## src/rtl/sao_lcu_feeder_pkg.sv

```systemverilog
// Shared SAO feeder definitions: LCU size codes, parameter-word field layout,
// feeder FSM states and the default frame width.
package sao_lcu_feeder_pkg;

  localparam int unsigned IMG_W_DEF = 128;

  typedef enum logic [1:0] {
    LCU_16 = 2'd0,
    LCU_32 = 2'd1,
    LCU_64 = 2'd2
  } lcu_size_e;

  localparam int unsigned PAR_TYPE_LSB = 22;
  localparam int unsigned PAR_TYPE_W   = 2;
  localparam int unsigned PAR_BAND_LSB = 17;
  localparam int unsigned PAR_BAND_W   = 5;
  localparam int unsigned PAR_EO_LSB   = 16;
  localparam int unsigned PAR_EO_W     = 1;
  localparam int unsigned PAR_OFS_LSB  = 0;
  localparam int unsigned PAR_OFS_W    = 16;

  typedef enum logic [2:0] {
    S_IDLE,
    S_PREQ,
    S_PWAIT,
    S_STREAM,
    S_DONE
  } feed_state_e;

  // The unused code 3 falls back to the smallest LCU.
  function automatic lcu_size_e norm_size(input logic [1:0] cfg);
    return (cfg == 2'd3) ? LCU_16 : lcu_size_e'(cfg);
  endfunction

endpackage

```

## src/rtl/sao_skid_buf.sv

```systemverilog
// Two-entry 8-bit FIFO with valid/ready on both sides; absorbs the one-cycle
// SRAM read latency so the feeder can stall instantly on SAO backpressure.
module sao_skid_buf (
  input  logic       clk,
  input  logic       rst_n,
  input  logic       clr_i,
  input  logic       in_valid_i,
  input  logic [7:0] in_data_i,
  output logic       in_ready_o,
  output logic       out_valid_o,
  output logic [7:0] out_data_o,
  input  logic       out_ready_i,
  output logic [1:0] count_o
);

  logic [7:0] mem_q [2];
  logic       rd_ptr_q, wr_ptr_q;
  logic [1:0] cnt_q;
  logic       push, pop;

  assign out_valid_o = (cnt_q != 2'd0);
  assign out_data_o  = mem_q[rd_ptr_q];
  assign in_ready_o  = (cnt_q != 2'd2) | out_ready_i;
  assign count_o     = cnt_q;
  assign push        = in_valid_i & in_ready_o;
  assign pop         = out_valid_o & out_ready_i;

  always_ff @(posedge clk or negedge rst_n) begin
    if (!rst_n) begin
      mem_q[0] <= '0;
      mem_q[1] <= '0;
      rd_ptr_q <= 1'b0;
      wr_ptr_q <= 1'b0;
      cnt_q    <= '0;
    end else if (clr_i) begin
      rd_ptr_q <= 1'b0;
      wr_ptr_q <= 1'b0;
      cnt_q    <= '0;
    end else begin
      if (push) begin
        mem_q[wr_ptr_q] <= in_data_i;
        wr_ptr_q        <= ~wr_ptr_q;
      end
      if (pop) begin
        rd_ptr_q <= ~rd_ptr_q;
      end
      cnt_q <= cnt_q + {1'b0, push} - {1'b0, pop};
    end
  end

endmodule

```

## src/rtl/sao_lcu_feeder.sv

```systemverilog
// Walks a square frame LCU by LCU, fetches each LCU's SAO parameters and streams
// its pixels to the SAO core. Optional per-LCU checksum: SAO_FEED_CKSUM_EN.
module sao_lcu_feeder
  import sao_lcu_feeder_pkg::*;
#(
  parameter int unsigned IMG_W = IMG_W_DEF
) (
  input  logic        clk,
  input  logic        reset,
  input  logic        start,
  input  logic [1:0]  cfg_lcu_size,
  output logic        img_rd,
  output logic [13:0] img_addr,
  input  logic [7:0]  img_q,
  output logic        par_rd,
  output logic [5:0]  par_addr,
  input  logic [23:0] par_q,
  output logic        in_en,
  output logic [7:0]  din,
  output logic [1:0]  sao_type,
  output logic [4:0]  sao_band_pos,
  output logic        sao_eo_class,
  output logic [15:0] sao_offset,
  output logic [2:0]  lcu_x,
  output logic [2:0]  lcu_y,
  output logic [1:0]  lcu_size,
  input  logic        busy,
  output logic        done
`ifdef SAO_FEED_CKSUM_EN
  ,
  output logic [15:0] lcu_cksum,
  output logic        cksum_vld
`endif
);

  feed_state_e state_q, state_d;
  lcu_size_e   size_q;

  logic [2:0]  sh;
  logic [11:0] last_idx;
  logic [5:0]  col_mask;
  logic [2:0]  n_m1;
  logic [5:0]  n_lcu;

  logic [2:0]  cur_x_q, cur_y_q;
  logic [11:0] rd_idx_q, acc_idx_q;
  logic        rd_all_q, rd_vld_q, first_q;
  logic [23:0] pend_q, out_par_q;
  logic [2:0]  out_x_q, out_y_q;

  logic [5:0]  row, col;
  logic [13:0] y_pix, x_pix;
  logic        buf_in_rdy, buf_valid, push, pop, issue, last_acc, lcu_last;
  logic [7:0]  buf_data;
  logic [1:0]  buf_cnt, slots;

  always_comb begin
    sh       = 3'd4;
    last_idx = 12'd255;
    col_mask = 6'd15;
    case (size_q)
      LCU_32: begin
        sh       = 3'd5;
        last_idx = 12'd1023;
        col_mask = 6'd31;
      end
      LCU_64: begin
        sh       = 3'd6;
        last_idx = 12'd4095;
        col_mask = 6'd63;
      end
      default: ;
    endcase
  end

  assign n_lcu    = 6'(IMG_W >> sh);
  assign n_m1     = 3'((IMG_W >> sh) - 1);
  assign lcu_last = (cur_x_q == n_m1) && (cur_y_q == n_m1);

  assign row      = 6'(rd_idx_q >> sh);
  assign col      = 6'(rd_idx_q) & col_mask;
  assign y_pix    = (14'(cur_y_q) << sh) + 14'(row);
  assign x_pix    = (14'(cur_x_q) << sh) + 14'(col);
  assign img_addr = y_pix * 14'(IMG_W) + x_pix;
  assign par_addr = 6'(cur_y_q) * n_lcu + 6'(cur_x_q);

  // A read may issue only if its data will find a free slot on return: entries
  // held plus the one in flight, less the one leaving this cycle, must be < 2.
  assign in_en    = buf_valid;
  assign din      = buf_data;
  assign pop      = buf_valid & ~busy;
  assign push     = rd_vld_q & buf_in_rdy;
  assign slots    = buf_cnt + {1'b0, rd_vld_q};
  assign issue    = (state_q == S_STREAM) && !rd_all_q && ((slots != 2'd2) || pop);
  assign img_rd   = issue;
  assign last_acc = pop && (acc_idx_q == last_idx);

  assign par_rd   = (state_q == S_PREQ);
  assign done     = (state_q == S_DONE);
  assign lcu_size = size_q;
  assign lcu_x    = out_x_q;
  assign lcu_y    = out_y_q;

  assign sao_type     = out_par_q[PAR_TYPE_LSB +: PAR_TYPE_W];
  assign sao_band_pos = out_par_q[PAR_BAND_LSB +: PAR_BAND_W];
  assign sao_eo_class = out_par_q[PAR_EO_LSB   +: PAR_EO_W];
  assign sao_offset   = out_par_q[PAR_OFS_LSB  +: PAR_OFS_W];

  sao_skid_buf u_skid (
    .clk         (clk),
    .rst_n       (reset),
    .clr_i       (state_q == S_IDLE),
    .in_valid_i  (rd_vld_q),
    .in_data_i   (img_q),
    .in_ready_o  (buf_in_rdy),
    .out_valid_o (buf_valid),
    .out_data_o  (buf_data),
    .out_ready_i (~busy),
    .count_o     (buf_cnt)
  );

  always_ff @(posedge clk or negedge reset) begin
    if (!reset) begin
      state_q <= S_IDLE;
    end else begin
      state_q <= state_d;
    end
  end

  always_comb begin
    state_d = state_q;
    unique case (state_q)
      S_IDLE:   if (start) state_d = S_PREQ;
      S_PREQ:   state_d = S_PWAIT;
      S_PWAIT:  state_d = S_STREAM;
      S_STREAM: if (last_acc) state_d = lcu_last ? S_DONE : S_PREQ;
      S_DONE:   state_d = S_IDLE;
      default:  state_d = S_IDLE;
    endcase
  end

  always_ff @(posedge clk or negedge reset) begin
    if (!reset) begin
      size_q    <= LCU_16;
      cur_x_q   <= '0;
      cur_y_q   <= '0;
      rd_idx_q  <= '0;
      acc_idx_q <= '0;
      rd_all_q  <= 1'b0;
      rd_vld_q  <= 1'b0;
      first_q   <= 1'b0;
      pend_q    <= '0;
      out_par_q <= '0;
      out_x_q   <= '0;
      out_y_q   <= '0;
    end else begin
      rd_vld_q <= issue;
      if (state_q == S_IDLE && start) begin
        size_q  <= norm_size(cfg_lcu_size);
        cur_x_q <= '0;
        cur_y_q <= '0;
      end
      if (state_q == S_PREQ) begin
        rd_idx_q  <= '0;
        acc_idx_q <= '0;
        rd_all_q  <= 1'b0;
      end
      if (state_q == S_PWAIT) begin
        pend_q  <= par_q;
        first_q <= 1'b1;
      end
      if (issue) begin
        rd_idx_q <= rd_idx_q + 12'd1;
        if (rd_idx_q == last_idx) rd_all_q <= 1'b1;
      end
      if (pop) begin
        acc_idx_q <= acc_idx_q + 12'd1;
      end
      if (last_acc) begin
        if (cur_x_q == n_m1) begin
          cur_x_q <= '0;
          cur_y_q <= cur_y_q + 3'd1;
        end else begin
          cur_x_q <= cur_x_q + 3'd1;
        end
      end
      // Visible LCU attributes switch in the same edge that makes the first
      // pixel of the new LCU visible; the buffer is empty at that point.
      if (push && first_q) begin
        out_par_q <= pend_q;
        out_x_q   <= cur_x_q;
        out_y_q   <= cur_y_q;
        first_q   <= 1'b0;
      end
    end
  end

`ifdef SAO_FEED_CKSUM_EN
  logic [15:0] cksum_q;
  logic        cksum_vld_q;

  always_ff @(posedge clk or negedge reset) begin
    if (!reset) begin
      cksum_q     <= '0;
      cksum_vld_q <= 1'b0;
    end else begin
      cksum_vld_q <= last_acc;
      if (pop) begin
        cksum_q <= ((acc_idx_q == 12'd0) ? 16'd0 : cksum_q) + 16'(din);
      end
    end
  end

  assign lcu_cksum = cksum_q;
  assign cksum_vld = cksum_vld_q;
`endif

endmodule

```

## config.mk

```make
export PLATFORM = sky130hd
export DESIGN_NAME = sao_lcu_feeder
export DESIGN_NICKNAME = d
export VERILOG_FILES = /design/src/rtl/sao_lcu_feeder_pkg.sv /design/src/rtl/sao_skid_buf.sv /design/src/rtl/sao_lcu_feeder.sv
export SDC_FILE = /design/constraint.sdc
export NUM_CORES = 1
export LEC_CHECK = 0
export BUFFER_PORTS_ARGS = -buffer_cell sky130_fd_sc_hd__buf_2
export CELL_PAD_IN_SITES_DETAIL_PLACEMENT = 0
export CELL_PAD_IN_SITES_GLOBAL_PLACEMENT = 1
export CORE_MARGIN = 5
export CORE_UTILIZATION = 45
export CTS_CLUSTER_DIAMETER = 80
export DETAILED_ROUTE_END_ITERATION = 16
export PLACE_DENSITY_LB_ADDON = 0.1
export SETUP_SLACK_MARGIN = 0.4
export SLEW_MARGIN = 40
export SYNTH_ARGS = -nofsm -noshare
export SYNTH_HDL_FRONTEND = slang
export SYNTH_SLANG_ARGS = --single-unit
```

## constraint.sdc

```tcl
create_clock -name clk -period 5.4 [get_ports clk]
set_input_delay 0.81 -clock clk [delete_from_list [all_inputs] [get_ports clk]]
set_output_delay 0.81 -clock clk [all_outputs]
set_load 0.02 [all_outputs]
```

==> results.ini, run 1 <==
[synth]
syn_avg_cell_area_sq_um=11.21
ys.warnings.count=0
async_flop_share_pct=100.0
synth_top_area_share_pct=46.32
synth_top_area_cell=dfrtp_1
yosysMostFrequentCell=dfrtp_1
synthTopCellsByCount=112 x dfrtp_1, 80 x mux2_2, 45 x nand2_1, 29 x o21ai_0, 28 x ha_1
netlist_area_sq_um=6051
synthFlopType=dfrtp_1
ys_types=56
synth_edf_count=0
synth_area_leaders=dfrtp_1 46%, mux2_2 15%, ha_1 5.8%
seq_area_frac_synth_pct=46.32
mappedNetlistNets=611
ys_seq_elements=112
synth_cells=540

[clock_network]
clkSinkCount=112
cts_htree_levels=3
cts_tree=built
clk_pin_slew_ns=0.08
cts_hold_buffers=0
cts-root-buf=clkbuf_16
clockBufferDepth=2
numCtsBuffers=9
clk_latency_ns=0.35

[floorplan]
coreArea_sq_um=13190
fp-row-count=42
dieHeight_um=126.0
fp.dieArea_sq_um=15860
die_w_um=126.0
initial_utilization_pct=45.87
pin_count=102

[setup_path]
path_class=reg2out
cp-end-kind=output pin
reg2reg_depth=9
worstSetupStartpointType=flop
rrSetupSlack_ns=2.75
cp_max_fo=25
r2r_start=u_skid.count_o[0]$_DFF_PN0_
cp.required_ns=4.59
cp.arrival_ns=3.82
rr_endpoint=u_skid.count_o[1]$_DFF_PN0_

[power_and_ir_drop]
internal-power_mw=1.781
pwr-share-clk_pct=23.9
netSwitchingFraction_pct=36.44
vdd_drop_max_mv=0.3277
p_leak_nw=3.275
p_seq_share_pct=42.2
switching_power_mw=1.021
power_density_nw_per_um2=401.0
combPwrFrac_pct=34.0

[place]
hpwl_mm=9.393
gp_congestion=0.7802
placed_cells=795
portBuffers=101
place_area_sq_um=6683

[timing]
finClkSkew_ns=0.006047
rsz0062_at_grt=false
hold_violations=0
report.final.slew_viol_count=0
relSlewSlack_pct=54.52
worstMarginPinSlew_ns=0.6760
period_needed_ns=4.626
final.setup.tns_ns=0
min_period_over_period_pct=85.68
clock.fmax_ghz=0.2161
whs_ns=0.4327
finalSetupViolations=0

[route]
drt_iter0_markers=237
wl_per_cell_um=16.06
ant_nets=0
drtPass1Iterations=4
vias=4257
drcViolationCount=0
wl_mm=13.02
via_per_inst=5.249

[global_route]
grt_max_degree=72
first_global_vias=4636
antenna_found_initial=0
track_usage_pct=17.13
grt_pass1_wl_mm=22.51
overflow=0

[layout]
nets=701
final_area_sq_um=6988
stdcell_count=811
area_delta_synth_final_pct=15.49
drive_gt1_share_pct=34.17
diodes=0

[min_path]
hold_class=in2async

[outcome]
run_status=finished clean

[run]
drv_cap=0

## through the flow
stage,total power [mW],utilization [%],setup slack (ns)
finish,2.802,52.98,0.7735
global route,2.987,52.98,0.4630
detailed placement,2.162,50.66,1.070
CTS,2.842,52.95,0.6716
floorplan,1.902,-,0.9655
global placement,2.129,50.64,1.163
## cells by family (layout without fill, tap and decap cells)
| family | count (synthesis) | count (layout) | share of synthesized area (%) |
|---|---|---|---|
| compound gates | 71 | 71 | 7.486 |
| xor+xnor | 22 | 22 | 3.184 |
| fa+ha+maj | 33 | 33 | 7.444 |
| buf+inv | 55 | 150 | 4.115 |
| flops | 112 | 112 | 46.32 |
| mux | 97 | 97 | 18.53 |
| simple gates | 150 | 150 | 12.92 |
## power groups by stage
stage | clock (mW) | sequential (mW) | combinational (mW)
after floorplan | 0 | 1.19 | 0.714
after global placement | 0 | 1.19 | 0.943
after detailed placement | 0 | 1.20 | 0.963
after CTS | 0.688 | 1.18 | 0.970
after global routing | 0.719 | 1.21 | 1.06
final | 0.669 | 1.18 | 0.952
## registers in the layout, indices dropped and copies added, names as in the netlist
name             flops
state_q              3
out_par_q           24
lcu_size             2
lcu_x                3
cur_y_q              3
rd_idx_q            12
cur_x_q              3
first_q              1
rd_all_q             1
rd_vld_q             1
u_skid.wr_ptr_q      1
u_skid.mem_q        16
u_skid.count_o       2
acc_idx_q           12
lcu_y                3
u_skid.rd_ptr_q      1
pend_q              24
## what timing repair did
action	4_1_cts	5_1_grt
gates resized for setup	0	1
endpoints found under the setup margin	0	1
buffers inserted	0	0
## area by class of cell
cell class                 instances  area (sq um)
multi-input combinational        373          3002
tap                              176         220.2
clock buffer                       9         225.2
fill                            1203          6202
sequential                       112          2803
timing repair buffer             107         560.5
clock inverter                     7         76.32
inverter                          27         101.3
## routing by layer
layer / track usage [%] / wire length [um] / part of all wire (%) / vias to the layer above
li1: - / - / - / 2081
met1: 21.44 / 5790 / 44 / 2070
met2: 28.39 / 6282 / 48 / 92
met3: 5.250 / 769 / 5.9 / 14
met4: 5.678 / 179 / 1.4 / 0
met5: 0 / 0 / 0 / -
## worst max path at each step
| stage | startpoint | endpoint | slack (ns) | depth (start not counted) |
|---|---|---|---|---|
| floorplan | lcu_size[1]$_DFFE_PN0P_ | par_addr[5] | 0.97 | 14 |
| global placement | lcu_size[0]$_DFFE_PN0P_ | par_addr[5] | 1.16 | 16 |
| detailed placement | lcu_size[0]$_DFFE_PN0P_ | par_addr[5] | 1.07 | 16 |
| CTS | lcu_size[0]$_DFFE_PN0P_ | par_addr[5] | 0.67 | 16 |
| global route | lcu_size[0]$_DFFE_PN0P_ | par_addr[5] | 0.46 | 16 |
| finish | lcu_size[0]$_DFFE_PN0P_ | par_addr[5] | 0.77 | 16 |
## worst max-delay path, stage by stage (launching register included)
cell	delay (ns)
dfrtp_1	0.41
inv_1	0.09
ha_1	0.16
buf_6	0.21
inv_1	0.16
nor2_1	0.16
nand2_1	0.10
fa_1	0.51
inv_1	0.05
fa_1	0.52
inv_1	0.07
fa_1	0.45
inv_1	0.07
a21o_1	0.11
a21oi_1	0.07
xnor2_1	0.14
buf_2	0.18
## cell usage in the layout (no fill, tap or decap), drive strengths merged, types with 5 or more instances in the layout
cell type,instances
inv,29
a21oi,13
nor2b,7
mux2i,13
fa,5
a31oi,5
nor2,23
dfrtp,112
xor2,6
nor3,6
nand3,22
nand2b,8
xnor2,16
clkbuf,9
or3,6
o21ai,30
nand4,6
and3,7
nand2,45
mux2,80
buf,107
ha,28
No activity file was read; power rests on OpenSTA's default activity.
==> inputs of run 2 (changes only) <==
--- a/config.mk
+++ b/config.mk
@@ -9,8 +9,9 @@
 export CELL_PAD_IN_SITES_DETAIL_PLACEMENT = 0
 export CELL_PAD_IN_SITES_GLOBAL_PLACEMENT = 1
 export CORE_MARGIN = 5
-export CORE_UTILIZATION = 45
+export CORE_UTILIZATION = 40
 export CTS_CLUSTER_DIAMETER = 80
+export CTS_CLUSTER_SIZE = 12
 export DETAILED_ROUTE_END_ITERATION = 16
 export PLACE_DENSITY_LB_ADDON = 0.1
 export SETUP_SLACK_MARGIN = 0.4
==> results.ini, run 2 (synthesized netlist as in run 1, its figures left out) <==
[place]
hpwl_mm=9.529
pre_cts_slack_ns=1.038
portBuffers=101
gp_congestion=0.8023

[floorplan]
coreArea_sq_um=15030
dieHeight_um=133.0
fp.dieArea_sq_um=17690
pin_count=102
fp-row-count=45
die_w_um=133.0
initial_utilization_pct=40.25

[clock_network]
cts_tree=built
cts_setup_buffers=0
clkSinkCount=112
cts-root-buf=clkbuf_16
cts_htree_levels=3
cts_hold_buffers=0
numCtsBuffers=9
clk_pin_slew_ns=0.07
clockBufferDepth=2
clk_latency_ns=0.35

[layout]
multi_input_area_sq_um=3007
layout.core_utilization_pct=46.71
regArea_sq_um=2803
drive_gt1_share_pct=34.23
reg.largest.list=out_par_q (24), pend_q (24), u_skid.mem_q (16)
layout_commonest_cell=dfrtp_1
diodes=0
area_delta_synth_final_pct=16.05
nFillCells=1410
nets=700
final_cell_mix=112 x dfrtp_1, 100 x buf_2, 80 x mux2_2, 45 x nand2_1, 29 x o21ai_0

[timing]
finalWorstSetupSlack_ns=0.7473
final.setup.tns_ns=0
relSlewSlack_pct=53.55
finClkSkew_ns=0.007702
min_period_over_period_pct=86.16
whs_ns=0.4714
rsz0062_at_grt=false
period_needed_ns=4.653
worstMarginPinSlew_ns=0.6904
clock.fmax_ghz=0.2149
finalSetupViolations=0
report.final.slew_viol_count=0
hold_violations=0

[global_route]
first_global_vias=4403
grt_max_degree=71
overflow=0
antenna_found_initial=1
track_usage_pct=15.35
grt_pass1_wl_mm=22.20

[power_and_ir_drop]
p_leak_nw=3.283
power_density_nw_per_um2=404.5
vdd_drop_max_mv=0.2382

[setup_path]
rrSetupSlack_ns=2.76
max_stage_delay_ns=0.53
path_class=reg2out
cp.arrival_ns=3.84
cpLargestDelayFamily=adder cells
cp-end-kind=output pin
crit_path_frequent_cell=inv_1
cp_max_fo=22
worstSetupStartpointType=flop
cp.required_ns=4.59
cp_num_buf_inv=7
slowest_stage=fa_1
path_cells=inv_1 > ha_1 > buf_4 > inv_1 > nor2_1 > nand2_1 > fa_1 > inv_1 > fa_1 > inv_1 > fa_1 > inv_1 > a21o_1 > a21oi_1 > xnor2_1 > buf_2

[min_path]
hold_class=in2async

[route]
wl_per_cell_um=15.94
drtPass1Iterations=4
vias=4239
drt_iter0_markers=196
ant_nets=0
drcViolationCount=0
via_per_inst=5.157
wl_mm=13.11

[outcome]
run_status=finished clean

[run]
drv_cap=0

-- run 2: final timing paths --
path / from / end / cells after the start
setup / recovery: lcu_size[1]$_DFFE_PN0P_ / par_addr[5] / 16
min in group clk: lcu_y[2]$_DFFE_PN0P_ / lcu_y[2]$_DFFE_PN0P_ / 2
max in group asynchronous: reset / pend_q[6]$_DFFE_PN0P_ / 2
hold / removal: reset / u_skid.mem_q[10]$_DFFE_PN0P_ / 1
hold reg to reg: lcu_y[2]$_DFFE_PN0P_ / lcu_y[2]$_DFFE_PN0P_ / 2
setup reg to reg: u_skid.count_o[0]$_DFF_PN0_ / u_skid.count_o[1]$_DFF_PN0_ / 9
-- run 2: power breakdown --
group          switching (mW)  leakage, nW  internal, mW  total [mW]
logic                   0.523         1.77         0.428       0.951
registers               0.160         1.36          1.02        1.18
clock network           0.321        0.158         0.384       0.706
-- run 2: per-stage QoR --
step | power (mW) | area (sq um) | instances
6_report | 2.840 | 7022 | 822
5_1_grt | 3.037 | 7022 | 822
4_1_cts | 2.886 | 7018 | 822
3_5_place_dp | 2.166 | 6695 | 806
3_3_place_gp | 2.131 | 6686 | 806
2_1_floorplan | 1.902 | 6051 | 540
-- run 2: timing repair --
item | 4_1_cts | 5_1_grt
setup endpoints to repair | 0 | 1
gates resized for setup | 0 | 1
hold endpoints to repair | 0 | 0
-- run 2: metal layers --
| metal | track usage [%] | up-vias | part of all wire, % |
|---|---|---|---|
| li1 | - | 2078 | - |
| met1 | 20.05 | 2073 | 46 |
| met2 | 24.13 | 72 | 46 |
| met3 | 5.475 | 14 | 6.1 |
| met4 | 4.388 | 2 | 1.4 |
| met5 | 0 | - | 0.099 |
-- run 2: area by class of cell --
cell class | instances | share of cell area, %
Clock buffer | 10 | 3.403
Timing Repair Buffer | 106 | 7.876
Tap cell | 188 | 3.350
Sequential cell | 112 | 39.91
Clock inverter | 6 | 1.194
Inverter | 27 | 1.443
Multi-Input combinational cell | 373 | 42.82
==> inputs of run 3 (changes only) <==
--- a/config.mk
+++ b/config.mk
@@ -14,6 +14,7 @@
 export CTS_CLUSTER_SIZE = 12
 export DETAILED_ROUTE_END_ITERATION = 16
 export PLACE_DENSITY_LB_ADDON = 0.1
+export RECOVER_POWER = 25
 export SETUP_SLACK_MARGIN = 0.4
 export SLEW_MARGIN = 40
 export SYNTH_ARGS = -nofsm -noshare
==> results.ini, run 3 (synthesized netlist as in run 1, its figures left out) <==
[outcome]
run_status=finished, violations left
violations=max-capacitance violations, max-slew violations

[global_route]
grt_max_degree=71
first_global_vias=4403
overflow=0
antenna_found_initial=1
track_usage_pct=15.35
grt_pass1_wl_mm=22.20

[route]
drcViolationCount=0
via_per_inst=5.162
drtPass1Iterations=4
wl_mm=13.11
wl_per_cell_um=15.95
vias=4243
ant_nets=0
drt_iter0_markers=190

[layout]
diodes=0
reg.largest.list=out_par_q (24), pend_q (24), u_skid.mem_q (16)
final_area_sq_um=7009
drive_gt1_share_pct=33.75
final_cell_mix=112 x dfrtp_1, 99 x buf_2, 80 x mux2_2, 45 x nand2_1, 29 x o21ai_0
layout_commonest_cell=dfrtp_1
nets=700
area_delta_synth_final_pct=15.84
layout.core_utilization_pct=46.63
stdcell_count=822

[place]
place_area_sq_um=6695
pre_cts_slack_ns=1.038
portBuffers=101
gp_congestion=0.8023
hpwl_mm=9.529
placed_cells=806

[setup_path]
cp.arrival_ns=3.84
r2r_start=u_skid.count_o[0]$_DFF_PN0_
path_class=reg2out
worstSetupStartpointType=flop
cp-end-kind=output pin
max_stage_delay_ns=0.53
cp_max_fo=22
cp.required_ns=4.59
slowest_stage=fa_1
setup.worst_path.start=lcu_size[1]$_DFFE_PN0P_
path_cells=inv_1 > ha_1 > buf_4 > inv_1 > nor2_1 > nand2_1 > fa_1 > inv_1 > fa_1 > inv_1 > fa_1 > inv_1 > a21o_1 > a21oi_1 > xnor2_1 > buf_2
crit_path_frequent_cell=inv_1

[power_and_ir_drop]
netSwitchingFraction_pct=35.37
internal-power_mw=1.835
power_density_nw_per_um2=405.2
switching_power_mw=1.004
vdd_drop_max_mv=0.2385
power_mw=2.840
p_leak_nw=3.271
pwr-share-clk_pct=24.9
p_seq_share_pct=41.7
combPwrFrac_pct=33.5

[floorplan]
pin_count=102
fp-row-count=45
fp.dieArea_sq_um=17690
initial_utilization_pct=40.25
coreArea_sq_um=15030
die_w_um=133.0
dieHeight_um=133.0

[timing]
rsz0062_at_grt=false
finClkSkew_ns=0.007705
finalWorstSetupSlack_ns=0.7516
whs_ns=0.4870
final.setup.tns_ns=0
hold_violations=0
clock.fmax_ghz=0.2151
worstMarginPinSlew_ns=3.829
relSlewSlack_pct=-155.3
finalSetupViolations=0
report.final.slew_viol_count=71
period_needed_ns=4.648
min_period_over_period_pct=86.08

[clock_network]
clk_latency_ns=0.35
cts_tree=built
clk_pin_slew_ns=0.07
cts_htree_levels=3
cts_setup_buffers=0
clkSinkCount=112
numCtsBuffers=9
clockBufferDepth=2
cts-root-buf=clkbuf_16

[min_path]
hold_class=reg2reg
hp-start=lcu_y[2]$_DFFE_PN0P_

[run]
drv_cap=1

==> run 3: cell types whose count changed in the layout (fill, tap and decap cells not counted) <==
cell      previous run  this run
buf_2              100        99
buf_4                4         3
buf_6                2         1
clkbuf_1             0         3
==> run 3: final timing paths <==
| path | endpoint | slack [ns] | depth (start not counted) |
|---|---|---|---|
| min | lcu_y[2]$_DFFE_PN0P_ | 0.49 | 2 |
| max | par_addr[5] | 0.75 | 16 |
| max in group asynchronous | lcu_size[0]$_DFFE_PN0P_ | 1.48 | 1 |
| min reg2reg | lcu_y[2]$_DFFE_PN0P_ | 0.49 | 2 |
| min in group asynchronous | u_skid.rd_ptr_q$_DFFE_PN0P_ | 1.79 | 1 |
| max reg2reg | u_skid.count_o[1]$_DFF_PN0_ | 2.75 | 9 |
==> run 3: what timing repair did <==
action	in CTS	in global routing
resized for setup	0	1
setup endpoints to repair	0	1
hold buffers	0	0
==> run 3: area by class of cell <==
type                       count  area [sq um]
sequential                   112          2803
inverter                      27         101.3
fill                        1409          8024
clock inverter                 6         83.83
tap                          188         235.2
clock buffer                  10         239.0
timing repair buffer         106         540.5
multi-input combinational    373          3007
==> run 3: worst max-delay path, delay by kind of cell (launching register included) <==
family | cells | cell delay [ns]
XOR/XNOR | 1 | 0.14
AND/OR/NAND/NOR | 2 | 0.28
adder cells (fa/ha/maj) | 4 | 1.62
AO/OA/AOI/OAI | 2 | 0.18
buffers and inverters | 7 | 0.86
flip-flops | 1 | 0.42
==> run 3: layer usage <==
metal	vias to the layer above	GRT usage, %	part of all wire [%]
met5	-	0	0.099
met1	2074	20.05	46
met2	74	24.13	46
met3	14	5.475	6.1
met4	2	4.388	1.4
li1	2079	-	-
==> run 3: power groups by stage <==
stage	logic (mW)	registers, mW	clock network [mW]
2_1_floorplan	0.714	1.19	0
3_3_place_gp	0.946	1.19	0
3_5_place_dp	0.964	1.20	0
4_1_cts	0.970	1.19	0.729
5_1_grt	1.06	1.22	0.766
6_report	0.950	1.18	0.706
